--- config.mk ---
export PLATFORM = sky130hd
export DESIGN_NAME = m_msub_div
export DESIGN_NICKNAME = d
export VERILOG_FILES = /design/src/rtl/m_msub_div_pkg.sv /design/src/rtl/m_div3_step.sv /design/src/rtl/m_msub_div.sv
export SDC_FILE = /design/constraint.sdc
export NUM_CORES = 1
export LEC_CHECK = 0
export BUFFER_PORTS_ARGS = -buffer_cell sky130_fd_sc_hd__clkbuf_2
export CORE_MARGIN = 2
export CORE_UTILIZATION = 62
export DETAILED_ROUTE_END_ITERATION = 8
export PLACE_DENSITY = 0.95
export SLEW_MARGIN = 20
export SYNTH_ARGS = -nofsm -noshare
export SYNTH_HDL_FRONTEND = slang
export SYNTH_SLANG_ARGS = --single-unit
export TNS_END_PERCENT = 1
--- constraint.sdc ---
create_clock -name w_clk -period 4.6 [get_ports w_clk]
set_input_delay 0.69 -clock w_clk [delete_from_list [all_inputs] [get_ports w_clk]]
set_output_delay 0.69 -clock w_clk [all_outputs]
set_load 0.01 [all_outputs]
--- src/rtl/m_msub_div_pkg.sv ---
// Shared types and constants for the m_msub_div divide-by-3 recovery block.
package m_msub_div_pkg;

    typedef enum logic [1:0] {
        ST_IDLE = 2'd0,
        ST_DIV  = 2'd1,
        ST_DONE = 2'd2
    } state_t;

    localparam int unsigned DIVISOR = 3;
    localparam int unsigned Y_W     = 32;
    localparam int unsigned B_W     = 16;
    localparam int unsigned CNT_W   = 5;

endpackage

--- src/rtl/m_div3_step.sv ---
// One restoring step of a bit-serial divide by DIVISOR: shifts a dividend bit
// into the 2-bit partial remainder and emits the quotient bit.
module m_div3_step
    import m_msub_div_pkg::*;
(
    input  logic [1:0] rem,
    input  logic       bit_in,
    output logic       qbit,
    output logic [1:0] rem_nx
);

    logic [2:0] t;

    always_comb begin
        t      = {rem, bit_in};
        qbit   = 1'b0;
        rem_nx = t[1:0];
        if (t >= 3'(DIVISOR)) begin
            qbit   = 1'b1;
            rem_nx = 2'(t - 3'(DIVISOR));
        end
    end

endmodule

--- src/rtl/m_msub_div.sv ---
// Recovers b = (y - c) / 3 with remainder and range flags over valid/ready.
// Optional build macro: M_MSUB_DIV_SAT_EN saturates r_b to all-ones on overflow.
module m_msub_div
    import m_msub_div_pkg::*;
(
    input  logic            w_clk,
    input  logic            w_rst,
    input  logic            w_valid,
    output logic            r_ready,
    input  logic [Y_W-1:0]  w_y,
    input  logic [Y_W-1:0]  w_c,
    output logic            r_valid,
    input  logic            w_ready,
    output logic [B_W-1:0]  r_b,
    output logic [1:0]      r_rem,
    output logic            r_ovf,
    output logic            r_unf
);

    state_t           state, state_nx;
    logic [Y_W-1:0]   diff;
    logic [Y_W-1:0]   quo, quo_nx;
    logic [1:0]       rem, rem_nx;
    logic [CNT_W-1:0] cnt;
    logic             unf_q;
    logic             qbit;
    logic             ovf_nx;
    logic [B_W-1:0]   b_nx;

    m_div3_step u_step (
        .rem    (rem),
        .bit_in (diff[cnt]),
        .qbit   (qbit),
        .rem_nx (rem_nx)
    );

    always_comb begin
        quo_nx = {quo[Y_W-2:0], qbit};
        ovf_nx = |quo_nx[Y_W-1:B_W];
`ifdef M_MSUB_DIV_SAT_EN
        b_nx   = ovf_nx ? '1 : quo_nx[B_W-1:0];
`else
        b_nx   = quo_nx[B_W-1:0];
`endif
    end

    always_comb begin
        state_nx = state;
        r_ready  = 1'b0;
        r_valid  = 1'b0;
        case (state)
            ST_IDLE: begin
                r_ready = 1'b1;
                if (w_valid) state_nx = ST_DIV;
            end
            ST_DIV: begin
                if (cnt == '0) state_nx = ST_DONE;
            end
            ST_DONE: begin
                r_valid = 1'b1;
                if (w_ready) state_nx = ST_IDLE;
            end
            default: state_nx = ST_IDLE;
        endcase
    end

    always_ff @(posedge w_clk) begin
        if (w_rst) begin
            state <= ST_IDLE;
            diff  <= '0;
            quo   <= '0;
            rem   <= '0;
            cnt   <= '0;
            unf_q <= 1'b0;
            r_b   <= '0;
            r_rem <= '0;
            r_ovf <= 1'b0;
            r_unf <= 1'b0;
        end else begin
            state <= state_nx;
            case (state)
                ST_IDLE: begin
                    if (w_valid) begin
                        diff  <= w_y - w_c;
                        unf_q <= (w_c > w_y);
                        quo   <= '0;
                        rem   <= '0;
                        cnt   <= CNT_W'(Y_W - 1);
                    end
                end
                ST_DIV: begin
                    quo <= quo_nx;
                    rem <= rem_nx;
                    cnt <= cnt - 1'b1;
                    // Last step: outputs take the post-step quotient/remainder.
                    if (cnt == '0) begin
                        r_unf <= unf_q;
                        if (unf_q) begin
                            r_b   <= '0;
                            r_rem <= '0;
                            r_ovf <= 1'b0;
                        end else begin
                            r_b   <= b_nx;
                            r_rem <= rem_nx;
                            r_ovf <= ovf_nx;
                        end
                    end
                end
                default: ;
            endcase
        end
    end

endmodule
* After elaboration in Yosys (flattened, before gate mapping) *
Cells that the tools add are included.

storage, ports and cells
  bits in registers = 93
  bits of input ports = 68
  output and inout port bits = 22

cells by class
  add/subtract/negate cells = 3
  order comparisons = 3
  equality and inequality tests = 5
  mux-type cells = 19
  reductions and logical operators = 8

operators by type and width
  cell                 number
  $pmux 31 s2          1
  $gt 32x32->1         1
  $sub 32x32->32       1
  $mux 31              1
  $mux 16              1
  $reduce_or 16->1     1
  $mux 2               6
  $pmux 5 s2           1
  $lt 5x6->1 const B   1
  $ne 2x2->1 const B   3
  $pmux 2 s3           1
  $reduce_and 2->1     3
  $bmux 1 s5           1
  $logic_not 5->1      1
  $mux 1               5
  $mux 5               1
  $sub 5x1->5 const B  1
  $pmux 2 s2           1
  $ge 3x2->1 const B   1
  $reduce_and 3->1     1
  $eq 2x1->1 const B   1
  $eq 2x2->1 const B   1
  $logic_not 2->1      1
  $reduce_bool 2->1    1
  $sub 2x2->2 const B  1

* Logic depth before layout (Yosys ltp) *
Gate-level depths: netlist of the first run.

  depth after elaboration = 5
  depth in mapped cells = 11

* By module *
From an unflattened synthesis of the first run, not the netlist that was laid out.

second synthesis, totals
  cells, all modules = 734
  area, all modules = 5,719.2 µm²

modules (own cells, without submodules)
  module       times used  cells each  area each (µm²)
  m_msub_div   1           726         5,665.4
  m_div3_step  1           8           53.8

* Least setup slack after synthesis of the first run *
Ideal clock, no wire load.

  path kind = input-to-reg
  from = input port w_y[0]
  to = register diff[22]
  data arrival time = 2.733 ns
  data required time = 4.538 ns
  path slack = 1.805 ns
  stages on the path = 11
  buffers on the path = 0
  cells stage by stage = inv_1 > ha_1 > fa_1 > nor2b_1 > o211ai_1 > a31oi_1 > o21ai_1 > o211ai_1 > a21oi_1 > or4_1 > nand3_1

on the way
  word-level cells in the longest chain between the ends = 1

RTL lines
  element                 RTL line          source
  start: declaration      m_msub_div.sv:10  input logic [Y_W-1:0] w_y,
  $sub 32x32->32          m_msub_div.sv:84  diff <= w_y - w_c;
  end signal: assignment  m_msub_div.sv:84
  end: declaration        m_msub_div.sv:21  logic [Y_W-1:0] diff;

No other way between the ends.
A chain may end at the register's enable or synchronous reset.

* Final worst setup path of the first run *
  from = register cnt[0]
  to = register r_rem[0]

on the way
  word-level cells in the longest chain between the ends = 5
  elaborated cells on any way between the ends = 8
  classes of those cells = add/sub: 1; order compare: 1; mux: 4; reduce/logical: 2

RTL lines
  element                                           RTL line                              source
  start: declaration                                m_msub_div.sv:24                      logic [CNT_W-1:0] cnt;
  start signal: assignment                          m_msub_div.sv:88                      cnt <= CNT_W'(Y_W - 1);
  start signal: assignment                          m_msub_div.sv:94                      cnt <= cnt - 1'b1;
  $bmux 1 s5                                        m_msub_div.sv:32                      .bit_in (diff[cnt]),
  $mux 1 (not written as such)                      m_msub_div.sv:32
  $ge 3x2->1 / $sub 2x2->2 (equally long branches)  m_div3_step.sv:18, m_div3_step.sv:20
  $mux 2                                            m_div3_step.sv:18                     if (t >= 3'(DIVISOR)) begin
  $mux 2                                            m_msub_div.sv:98                      if (unf_q) begin
  end signal: assignment                            m_msub_div.sv:104                     r_rem <= rem_nx;
  end: declaration                                  m_msub_div.sv:15                      output logic [1:0] r_rem,

Several ways; a longest one is shown, not always the timed one. The select of a mux whose other input is x is not followed.

==> results of run 1 <==
## cells by family (layout without fill, tap and decap cells)
logic type	after synthesis	in the layout	synth area share, %
and+or+nand+nor	277	277	23.9
AOI/OAI and AO/OA	200	200	21.9
DFF	93	93	33.2
buffers and inverters	91	153	6.22
adders and majority gates	36	36	8.16
muxes	14	14	4.75
xor gates and xnor gates	12	12	1.87
## layout by cell type (no fill, tap or decap), drive strengths merged, types with 8 or more instances in the layout
cell type,instances
a211oi,9
a21o,16
a21oi,94
a31oi,8
clkbuf,98
dfxtp,93
ha,35
inv,49
mux4,10
nand2,93
nand3,48
nor2,51
nor3,16
nor3b,16
nor4,8
o211ai,8
o21a,11
o21ai,22
## per-layer routing
layer / GRT usage, % / wire length, um / up-vias
li1: - / - / 2697
met1: 34.8 / 5640 / 2558
met2: 48.4 / 6800 / 218
met3: 4.29 / 665 / 33
met4: 11.4 / 350 / 0
met5: 0 / 0 / -
## through the flow
step           setup WS (ns)  utilization, %  power [uW]  hold WS, ns
3_5_place_dp            1.36            68.9        1390        0.444
4_1_cts                 1.34            71.1        1900        0.459
6_report                1.33            71.1        1900        0.456
3_3_place_gp            1.49            68.9        1360        0.436
2_1_floorplan           1.80               -        1270        0.429
5_1_grt                 1.15            71.1        2010        0.468
## critical path, delay by kind of cell, from the launching register on
| kind | cells | cell delay, ns |
|---|---|---|
| flip-flops | 1 | 0.74 |
| adder cells (fa/ha/maj) | 1 | 0.24 |
| AND/OR/NAND/NOR | 3 | 0.59 |
| multiplexers | 3 | 1.42 |
| AO/OA/AOI/OAI | 2 | 0.22 |
## cell type report
class	count	area (sq um)	area share (%)
clock inverters	7	63.8	1.02
flip-flops and latches	93	1860	29.9
multi-input cells	539	3410	54.7
clock buffers	9	124	1.99
repair buffers	93	475	7.63
well taps	108	135	2.17
inverters	44	165	2.65
## where the power goes
| group | switching (uW) | internal (uW) | leakage, uW | total (uW) |
|---|---|---|---|---|
| clock network | 312 | 210 | 0.0000907 | 522 |
| registers | 44.7 | 845 | 0.000756 | 890 |
| logic | 292 | 201 | 0.00183 | 493 |
| total | 649 | 1260 | 0.00267 | 1900 |
## flip-flops by register name, summed over array words and instances, names as in the netlist
register and flops:
quo 31, r_unf 1, unf_q 1, r_ovf 1, r_rem 2, r_b 16, state 2, diff 32
rem 2, cnt 5
## worst paths after layout
path	from	end	slack [ns]	cells after the start
worst min-delay path	quo[4]	quo[5]	0.46	2
worst max-delay path	cnt[0]	r_rem[0]	1.33	9
worst min register to register	quo[4]	quo[5]	0.46	2
worst max register to register	cnt[0]	r_rem[0]	1.33	9
==> run_results.csv, run 1 <==
group,metric,value,unit
final_layout,n_fill_cell,658,
placement,placed_area,6040,sq um
clocking,cts_root_buffer,"clkbuf_8",
timing,fmax,0.306,GHz
die,core-area,8760,sq um
synthesis,yosysTopAreaCell,"dfxtp_1",
pwr,vdd_ir_drop_max,0.147,mV
routing,drtPass1Iterations,7,
setup_path,slowest_delay,0.74,ns
pwr,cellPowerDensity,306,nW/um^2
final_layout,area_growth,11.1,%
synthesis,synth-async-reset-ratio,0,%
routing,drt-total-wl,13400,um
synthesis,ys_ff_latch,93,
setup_path,required,4.90,ns
setup_path,slowest_stage,"dfxtp_1",
synthesis,netlist.area_leader.share,33.2,%
global_routing,grt_pass1_vias,5281,
setup_path,path_cells,"mux4_2 -> mux4_2 -> mux2_2 -> ha_1 -> nor3_1 -> nand2_1 -> o21ai_1 -> a22oi_1 -> nor2_1",
routing,vias,5506,
die,rows,34,
die,die-area,9830,sq um
clocking,holdBufCountCts,0,
timing,finalMaxSlewViolations,0,
clocking,post-cts-setup-buffer-count,0,
global_routing,grt_pass1_wl,23300,um
timing,hold_violations,0,
setup_path,start_kind,"register",
die,die_h,99.1,um
die,io_pins,90,
timing,worstMarginPinSlew,0.864,ns
die,initial_core_util,64.0,%
clocking,cts.path.max_buffers,2,
synthesis,ys_warn_count,0,
setup_path,crit_arrival,3.56,ns
synthesis,syn_area,5610,sq um
routing,routed_via_density,6.17,
setup_path,path_class,"reg2reg",
synthesis,synth_edf_count,0,
clocking,cts_buffers,9,
die,die-width,99.1,um
routing,route.antenna.remaining_nets,0,
synthesis,ys_types,59,
routing,routedWlPerCell,15.1,um
timing,post-route-period-util,71.0,%
final_layout,fin_cells,893,
synthesis,yosys-top-cells-area,"dfxtp_1, a21oi_1, ha_1, nand2_1, nand3_1",
pwr,p_leak,0.00267,uW
clocking,clkTransAtPathRegs,0.11,ns
final_layout,diodes,0,
timing,rsz0062_at_grt,"false",
job,cap_violations,0,
timing,clock-skew-final,0.0152,ns
global_routing,grt_usage,27.9,%
synthesis,postSynthAreaPerCell,7.76,sq um
min_path,hp-class,"reg2reg",
placement,port_buffers,89,
placement,gp_congestion,0.914,
synthesis,ys_seq_area_share,33.2,%
setup_path,path_common_cell,"mux4_2",
final_layout,drive_gt1_share,16.2,%
global_routing,antenna_found_initial,0,
final_layout,postLayoutCellArea,6230,sq um
timing,period_minus_slack,3.27,ns
clocking,clkSinkCount,93,
synthesis,yosys_most_used_dff,"dfxtp_1",
final_layout,nNetsFinal,884,
routing,remaining_drc_errors,0,
setup_path,endpoint_kind,"register",
global_routing,gr-total-overflow,0,
timing,finalSetupTns,0,ns
clocking,ctsResizeCount,0,
clocking,h-tree-depth,3,
setup_path,worst-path-max-fanout,10,
synthesis,yosysMostFrequentCell,"a21oi_1",
global_routing,grt_max_degree,64,
routing,drt_iter0_drc,349,
synthesis,synthCells,723,
placement,dp.cells,877,
synthesis,netlist_top_cells_count,"a21oi_1, dfxtp_1, nand2_1, nor2_1, nand3_1",
outcome,outcome,"complete, no violations",
synthesis,syn_nets,827,
timing,setup_viol,0,
clocking,tritoncts,"done",
placement,dp_hpwl,9640,um
clocking,clk_latency,0.37,ns
timing,slew_headroom,42.2,%
Note: power is estimated with default switching activity, not from simulation.
==> run 2: changes to the inputs <==
--- a/config.mk
+++ b/config.mk
@@ -5,11 +5,12 @@
 export SDC_FILE = /design/constraint.sdc
 export NUM_CORES = 1
 export LEC_CHECK = 0
+export ABC_AREA = 1
 export BUFFER_PORTS_ARGS = -buffer_cell sky130_fd_sc_hd__clkbuf_2
 export CORE_MARGIN = 2
-export CORE_UTILIZATION = 62
+export CORE_UTILIZATION = 52
 export DETAILED_ROUTE_END_ITERATION = 8
-export PLACE_DENSITY = 0.95
+export PLACE_DENSITY = 0.88
 export SLEW_MARGIN = 20
 export SYNTH_ARGS = -nofsm -noshare
 export SYNTH_HDL_FRONTEND = slang
==> constraint.sdc (replaced) <==
create_clock -name w_clk -period 2.7 [get_ports w_clk]
set_input_delay 0.405 -clock w_clk [delete_from_list [all_inputs] [get_ports w_clk]]
set_output_delay 0.405 -clock w_clk [all_outputs]
set_load 0.01 [all_outputs]
==> run 2 against run 1 <==
Net effect: final cell count is 27% higher; global-route usage decreased by 4.1 points; hold slack got worse by 0.14 ns; largest power group unchanged.
==> run_results.csv, run 2 <==
group,metric,value,unit
outcome,outcome,"complete, no violations",
synthesis,syn_area,5920,sq um
routing,drtPass1Iterations,5,
timing,slew_headroom,69.3,%
min_path,min_to,"state[1]",
die,die-width,111,um
final_layout,final_core_util,61.4,%
die,die-area,12300,sq um
global_routing,grt_pass1_vias,5506,
setup_path,r2r-start,"cnt[0]",
setup_path,endpoint_kind,"register",
synthesis,syn_nets,1014,
timing,worstMarginPinSlew,0.460,ns
synthesis,ys_seq_area_share,31.4,%
final_layout,area_growth,13.8,%
timing,finalSetupTns,0,ns
final_layout,final_cell_mix,"nand2_1, inv_1, a21oi_1",
synthesis,yosys_most_used_dff,"dfxtp_1",
final_layout,n_fill_cell,996,
timing,finalMaxSlewViolations,0,
final_layout,largest_register_ffs,32,
routing,dr_wl_met2,6920,um
final_layout,diodes,0,
global_routing,grt_pass1_wl,24600,um
setup_path,start_kind,"register",
pwr,vdd_ir_drop_max,0.376,mV
routing,route.antenna.remaining_nets,0,
synthesis,ys_ff_latch,93,
placement,port_buffers,89,
min_path,hp-class,"in2reg",
min_path,holdPathStages,4,
routing,drt_iter0_drc,438,
final_layout,drive_gt1_share,14.9,%
setup_path,rrSetupSlack,0.44,ns
timing,setup_viol,0,
final_layout,final_common_cell,"nand2_1",
synthesis,yosys-top-cells-area,"dfxtp_1, nand2_1, a21oi_1, inv_1, ha_1",
timing,period_minus_slack,2.26,ns
global_routing,grt_usage,23.8,%
clocking,holdBufCountCts,0,
setup_path,worst-path-max-fanout,19,
routing,remaining_drc_errors,0,
timing,hold_violations,0,
routing,routedWlPerCell,12.9,um
routing,top_layer,"met4",
synthesis,netlist_top_cells_count,"nand2_1, inv_1, a21oi_1, dfxtp_1, nor2_1",
routing,routed_via_density,5.31,
synthesis,synth_edf_count,0,
timing,clock-skew-final,0.00766,ns
timing,fmax,0.443,GHz
final_layout,seq_area,1860,sq um
synthesis,postSynthAreaPerCell,6.51,sq um
clocking,tritoncts,"done",
clocking,clkTransAtPathRegs,0.07,ns
die,io_pins,90,
setup_path,crit_arrival,2.54,ns
clocking,cts_buffers,9,
global_routing,antenna_found_initial,0,
final_layout,nNetsFinal,1090,
synthesis,yosysTopAreaCell,"dfxtp_1",
routing,wl_met1,6460,um
timing,rsz0062_at_grt,"false",
synthesis,netlist.area_leader.share,31.4,%
die,core-area,11000,sq um
clocking,cts_root_buffer,"clkbuf_16",
min_path,min_from,"w_ready",
setup_path,path_class,"reg2reg",
synthesis,yosysMostFrequentCell,"nand2_1",
final_layout,multi_input_area,3380,sq um
clocking,h-tree-depth,3,
synthesis,synthCells,910,
routing,vias,6002,
clocking,clkSinkCount,93,
synthesis,ys_types,40,
setup_path,reg2reg_depth,15,
final_layout,postLayoutCellArea,6740,sq um
die,rows,38,
clocking,post-cts-setup-buffer-count,0,
placement,placed_area,6440,sq um
clocking,cts.path.max_buffers,2,
routing,dr_wl_met3,793,um
die,initial_core_util,53.9,%
global_routing,grt_max_degree,46,
final_layout,top_register,"diff",
clocking,clk_latency,0.34,ns
job,cap_violations,0,
synthesis,ys_warn_count,0,
placement,gp_congestion,1.02,
final_layout,reg_top3,"diff (32), quo (31), r_b (16)",
pwr,cellPowerDensity,558,nW/um^2
pwr,p_leak,0.00326,uW
global_routing,gr-total-overflow,0,
synthesis,synth-async-reset-ratio,0,%
setup_path,timing.rr.end,"rem[0]",
timing,post-route-period-util,83.7,%
routing,drt-total-wl,14600,um
die,die_h,111,um
placement,dp_hpwl,10800,um
setup_path,required,2.98,ns
==> run 2: worst max-delay path, stage by stage (launching register included) <==
cell and delay, ns:
dfxtp_2 0.58, inv_8 0.12, nand2_1 0.09, nand3_1 0.07, nand3_1 0.09, nand2_1 0.05
nor2_1 0.10, nand2_1 0.08, nand2_1 0.11, inv_1 0.07, ha_1 0.19, nor2_1 0.21
nand2_2 0.13, nand2_2 0.09, nand3_1 0.08, a21oi_2 0.13
==> run 2: final cells by class <==
type / count / area share (%)
multi-input cells: 649 / 50.1
flip-flops and latches: 93 / 27.6
inverters: 136 / 7.72
repair buffers: 97 / 7.50
clock buffers: 9 / 3.34
well taps: 140 / 2.60
clock inverters: 6 / 1.06
==> run 2: what timing repair did <==
item | 4_1_cts | 5_1_grt
endpoints found under the hold margin | 0 | 0
gates resized for setup | 0 | 1
setup endpoints to repair | 0 | 4
==> run 2: metrics by stage <==
| step | total power [uW] | cells | hold WS, ns | setup slack, ns |
|---|---|---|---|---|
| 2_1_floorplan | 2260 | 910 | 0.441 | 0.670 |
| 3_3_place_gp | 2480 | 1115 | 0.451 | 0.393 |
| 3_5_place_dp | 2500 | 1115 | 0.455 | 0.264 |
| 4_1_cts | 3750 | 1130 | 0.317 | 0.202 |
| 5_1_grt | 3970 | 1130 | 0.343 | 0.257 |
| 6_report | 3760 | 1130 | 0.315 | 0.441 |
==> run 2: worst max path at each step <==
| stage | from | to | slack [ns] |
|---|---|---|---|
| 3_5_place_dp | cnt[0] | r_rem[1] | 0.26 |
| 6_report | cnt[0] | rem[0] | 0.44 |
| 4_1_cts | cnt[0] | rem[0] | 0.20 |
| 3_3_place_gp | cnt[0] | rem[0] | 0.39 |
| 2_1_floorplan | w_y[0] | diff[30] | 0.67 |
| 5_1_grt | cnt[0] | rem[1] | 0.26 |
==> run 2: per-layer routing <==
| metal | track usage [%] | vias up |
|---|---|---|
| li1 | - | 3088 |
| met1 | 30.0 | 2675 |
| met2 | 41.0 | 204 |
| met3 | 3.99 | 35 |
| met4 | 8.92 | 0 |
| met5 | 0 | - |
==> run 2: cell families (layout without fill, tap and decap cells) <==
group / count (synthesis) / in the layout / share of synthesized area, %
XOR/XNOR: 15 / 15 / 2.22
AND/OR/NAND/NOR: 400 / 400 / 28.5
AO/OA/AOI/OAI: 198 / 198 / 18.6
buffers and inverters: 168 / 248 / 11.6
flip-flops: 93 / 93 / 31.4
adder cells (fa/ha/maj): 36 / 36 / 7.73
==> run 2: power by group <==
group	internal (uW)	switching, uW
clock	724	548
combinational	347	634
sequential	1450	59.3
